**src/rtl/adc0809_reader.sv**
```systemverilog
// ADC0809 conversion sequencer: generates the ADC clock, drives ADDR/ALE/START/OE
// from a single FSM and returns each converted byte with a one-cycle valid strobe.
module adc0809_reader #(
  parameter int unsigned CLK_HALF  = 100,
  parameter int unsigned SETUP_CYC = 4,
  parameter int unsigned PULSE_CYC = 50,
  parameter int unsigned OE_CYC    = 50,
  parameter int unsigned TIMEOUT   = 20000
) (
  input  logic       clk,
  input  logic       rst,
  input  logic       en,
  input  logic [2:0] ch_sel,
  input  logic       eoc,
  input  logic [7:0] adc_data,
  output logic       adc_clk,
  output logic [2:0] adc_addr,
  output logic       ale,
  output logic       start,
  output logic       oe,
  output logic [7:0] data_out,
  output logic       data_valid,
  output logic       timeout_err
);

  localparam int unsigned MAX_SP  = (SETUP_CYC > PULSE_CYC) ? SETUP_CYC : PULSE_CYC;
  localparam int unsigned MAX_OT  = (OE_CYC > TIMEOUT) ? OE_CYC : TIMEOUT;
  localparam int unsigned MAX_CYC = (MAX_SP > MAX_OT) ? MAX_SP : MAX_OT;
  localparam int unsigned CNT_W   = $clog2(MAX_CYC + 1);
  localparam int unsigned DIV_W   = $clog2(CLK_HALF + 1);

  typedef enum logic [2:0] {
    IDLE    = 3'd0,
    SETUP   = 3'd1,
    PULSE   = 3'd2,
    WAIT_LO = 3'd3,
    WAIT_HI = 3'd4,
    READ    = 3'd5
  } state_t;

  state_t           state;
  logic [CNT_W-1:0] cnt;
  logic [DIV_W-1:0] div_cnt;
  logic             eoc_m;
  logic             eoc_s;

  // Free-running conversion clock, independent of the sequencer.
  always_ff @(posedge clk) begin
    if (rst) begin
      div_cnt <= '0;
      adc_clk <= 1'b0;
    end else if (div_cnt == DIV_W'(CLK_HALF - 1)) begin
      div_cnt <= '0;
      adc_clk <= ~adc_clk;
    end else begin
      div_cnt <= div_cnt + DIV_W'(1);
    end
  end

  // EOC is asynchronous; bring it into the clk domain before the FSM looks at it.
  always_ff @(posedge clk) begin
    if (rst) begin
      eoc_m <= 1'b1;
      eoc_s <= 1'b1;
    end else begin
      eoc_m <= eoc;
      eoc_s <= eoc_m;
    end
  end

  // Sequencer; cnt is cleared on every state entry so each phase counts from zero.
  always_ff @(posedge clk) begin
    if (rst) begin
      state       <= IDLE;
      cnt         <= '0;
      adc_addr    <= 3'd0;
      ale         <= 1'b0;
      start       <= 1'b0;
      oe          <= 1'b0;
      data_out    <= 8'd0;
      data_valid  <= 1'b0;
      timeout_err <= 1'b0;
    end else begin
      data_valid  <= 1'b0;
      timeout_err <= 1'b0;
      case (state)
        IDLE: begin
          cnt <= '0;
          if (en) begin
            adc_addr <= ch_sel;
            state    <= SETUP;
          end
        end
        SETUP: begin
          if (cnt == CNT_W'(SETUP_CYC - 1)) begin
            cnt   <= '0;
            ale   <= 1'b1;
            start <= 1'b1;
            state <= PULSE;
          end else begin
            cnt <= cnt + CNT_W'(1);
          end
        end
        PULSE: begin
          if (cnt == CNT_W'(PULSE_CYC - 1)) begin
            cnt   <= '0;
            ale   <= 1'b0;
            start <= 1'b0;
            state <= WAIT_LO;
          end else begin
            cnt <= cnt + CNT_W'(1);
          end
        end
        WAIT_LO: begin
          if (!eoc_s) begin
            cnt   <= '0;
            state <= WAIT_HI;
          end else if (cnt == CNT_W'(TIMEOUT - 1)) begin
            cnt         <= '0;
            timeout_err <= 1'b1;
            state       <= IDLE;
          end else begin
            cnt <= cnt + CNT_W'(1);
          end
        end
        WAIT_HI: begin
          if (eoc_s) begin
            cnt   <= '0;
            oe    <= 1'b1;
            state <= READ;
          end else if (cnt == CNT_W'(TIMEOUT - 1)) begin
            cnt         <= '0;
            timeout_err <= 1'b1;
            state       <= IDLE;
          end else begin
            cnt <= cnt + CNT_W'(1);
          end
        end
        READ: begin
          if (cnt == CNT_W'(OE_CYC - 1)) begin
            cnt        <= '0;
            oe         <= 1'b0;
            data_out   <= adc_data;
            data_valid <= 1'b1;
            state      <= IDLE;
          end else begin
            cnt <= cnt + CNT_W'(1);
          end
        end
        default: begin
          cnt   <= '0;
          ale   <= 1'b0;
          start <= 1'b0;
          oe    <= 1'b0;
          state <= IDLE;
        end
      endcase
    end
  end

endmodule
```
**config.mk**
```make
export PLATFORM = sky130hd
export DESIGN_NAME = adc0809_reader
export DESIGN_NICKNAME = d
export VERILOG_FILES = /design/src/rtl/adc0809_reader.sv
export SDC_FILE = /design/constraint.sdc
export NUM_CORES = 1
export LEC_CHECK = 0
export CAP_MARGIN = 20
export CORE_MARGIN = 5
export CORE_UTILIZATION = 53
export CTS_CLUSTER_DIAMETER = 100
export DETAILED_ROUTE_END_ITERATION = 8
export HOLD_SLACK_MARGIN = 0.06
export MAX_ROUTING_LAYER = met4
export PLACE_DENSITY_LB_ADDON = 0.1
export REMOVE_ABC_BUFFERS = 1
export SYNTH_ARGS = -nofsm -noshare
export SYNTH_HDL_FRONTEND = slang
export SYNTH_SLANG_ARGS = --single-unit
```
**constraint.sdc**
```tcl
create_clock -name clk -period 2.5 [get_ports clk]
set_input_delay 0.375 -clock clk [delete_from_list [all_inputs] [get_ports clk]]
set_output_delay 0.375 -clock clk [all_outputs]
set_load 0.01 [all_outputs]
```
==> impl_metrics.ini <==
[sta]
rsz0062_at_grt = false
hold_slack_ns = 0.425
finalSetupViolations = 0
max_freq_mhz = 451
worst_slew_pin_slew_ns = 0.546
max_slew_margin_pct = 63.6
post-route-min-period_ns = 2.22
drv_slew = 0
final.setup.tns_ns = 0
period_share_pct = 88.6
hold_viol = 0
finalClockSkew_ns = 0.00824

[logic_synthesis]
avgSynthCellArea_sq_um = 9.43
synth_area_leaders = dfxtp_1 43%, nor2_1 6.2%, mux2i_1 5.5%
yosys.area.top_type = dfxtp_1
yosysSeqAreaShare_pct = 43.1
ys.flop_type = dfxtp_1
synth_cell_types = 50
syn_inst = 212
yosysMostFrequentCell = dfxtp_1
yosys-top-cells-count = 43 x dfxtp_1, 33 x nor2_1, 11 x mux2i_1
async_flop_share_pct = 0
ys_seq_elements = 43
yosys_warnings = 0
yosysTopAreaCellShare_pct = 43.1
syn_area_sq_um = 2000
synth_edf_count = 0

[routing]
finalWirelength_um = 4090
wire_per_inst_um = 14.0
first_iter_violations = 56
num_vias = 1595
drc = 0
firstDrtPassIters = 4
drtAntennaViolNets = 0
via_per_inst = 5.48

[finish]
drive_above_1_share_pct = 13.2
antennaDiodeCount = 0
final_cell_count_no_fill = 291
fillCellCount = 294
fin_nets = 260
multi_input_area_sq_um = 1060
regArea_sq_um = 861
syn_to_final_growth_pct = 22.9

[floorplanning]
initial_core_util_pct = 54.6
die_area_sq_um = 5100
dieHeight_um = 71.4
rows = 22
chipWidth_um = 71.4
core_region_area_sq_um = 3660
io_pins = 32

[power_and_ir_drop]
totalPowerFinal_mw = 1.78
vdd_ir_drop_max_uv = 711
power_density_nw_per_um2 = 725
p_leak_nw = 0.808

[worst_hold_path]
hold_class = reg -> reg
hold_depth = 1

[worst_setup_path]
critPathArrivalTime_ns = 2.41
critical_path_class = reg -> reg
cp.required_ns = 2.69
crit_path_end_kind = flop
reg2regPathDepth = 7
cp_max_fo = 15
critPathLaunchType = flop

[flow_run]
drv_cap = 0

[grt]
grt_max_degree = 27
grt_pass1_wl_um = 6670
grt_pass1_vias = 1504
gr-usage-met2_pct = 28.9
use_met3_pct = 4.07
grt_busiest_layer = met2
antenna_found_initial = 0
use_met1_pct = 18.1
grt-ovfl-total = 0
grtUsageTotal_pct = 17.0

[clock_network]
numCtsBuffers = 5
htreeDepth = 2
cts_resized = 0
tritoncts = built
postCtsSetupBuffers = 0
clockRootBuffer = clkbuf_8
worst_setup_hold_path_clk_slew_ns = 0.08
cts_sinks = 43
clock_latency_ns = 0.30
postCtsHoldBufs = 0
clock_path_buffers = 2

[placement]
dp_hpwl_um = 2940
place_congestion = 0.847
numPortBuffers = 31
dp.cells = 283

[status]
outcome = finished, final reports clean
## cell type report
type / count / area share, %
multi-input cells: 155 / 43.2
flip-flops and latches: 43 / 35.1
repair buffers: 33 / 13.3
clock buffers: 6 / 2.96
clock inverters: 2 / 2.45
well taps: 48 / 2.45
inverters: 4 / 0.612
## cells by family after synthesis
family          share of synthesized area (%)
flops                                    43.1
simple gates                             28.1
fa+ha+maj                                1.88
mux                                      5.51
buf+inv                                  3.82
compound gates                           9.71
xor+xnor                                 7.89
## worst max-delay path: stages (launching register included)
cell,delay [ns]
dfxtp_1,0.44
ha_1,0.27
or3b_1,0.40
nor3b_1,0.18
a221o_1,0.32
o221ai_4,0.14
buf_4,0.27
nor2_1,0.08
## through the flow
stage / instance area (sq um) / setup WS (ns) / util [%]
floorplan: 1940 / 0.448 / -
global placement: 2320 / 0.433 / 63.4
detailed placement: 2320 / 0.332 / 63.4
CTS: 2450 / 0.293 / 67.1
global route: 2450 / 0.209 / 67.1
finish: 2450 / 0.284 / 67.1
## power breakdown
group | internal (mW) | switching, mW
clock network | 0.399 | 0.236
logic | 0.173 | 0.190
registers | 0.721 | 0.0597
## path summary, 6_finish.rpt
path | start | endpoint | slack, ns
min reg2reg | eoc_m | eoc_s | 0.43
max | cnt[0] | cnt[14] | 0.28
min | eoc_m | eoc_s | 0.43
max reg2reg | cnt[0] | cnt[14] | 0.28
## placed cells by master, fill, tap and decap left out, drive strengths merged, types with 2 or more instances in the layout
cell type / synthesis / routed
xnor2: 9 / 9
dfxtp: 43 / 43
o21ai: 2 / 2
nor2: 43 / 43
clkbuf: 6 / 6
o211ai: 2 / 2
ha: 3 / 3
inv: 4 / 4
bufinv: 0 / 2
nand2: 10 / 10
xor2: 9 / 9
or3: 3 / 3
nor4: 4 / 4
and3: 2 / 2
buf: 4 / 2
nand4: 3 / 3
a21oi: 5 / 5
nor3: 9 / 9
or3b: 3 / 3
or2: 3 / 3
clkdlybuf4s50: 0 / 31
a31oi: 4 / 4
mux2i: 11 / 11
nand2b: 5 / 5
nand3: 10 / 10
## state kept, by name, summed over array words and instances (netlist names)
| signal | flops |
|---|---|
| cnt | 15 |
| data_out | 8 |
| div_cnt | 7 |
| adc_addr | 3 |
| state | 3 |
| adc_clk | 1 |
| data_valid | 1 |
| eoc_m | 1 |
| eoc_s | 1 |
| oe | 1 |
| start | 1 |
| timeout_err | 1 |
## per-layer routing
metal  vias up  part of all wire (%)
met3        11                   4.5
met4         0                   2.6
met5         -                     0
met1       752                    43
li1        793                     -
met2        39                    50
No activity file was read; power rests on OpenSTA's default activity.
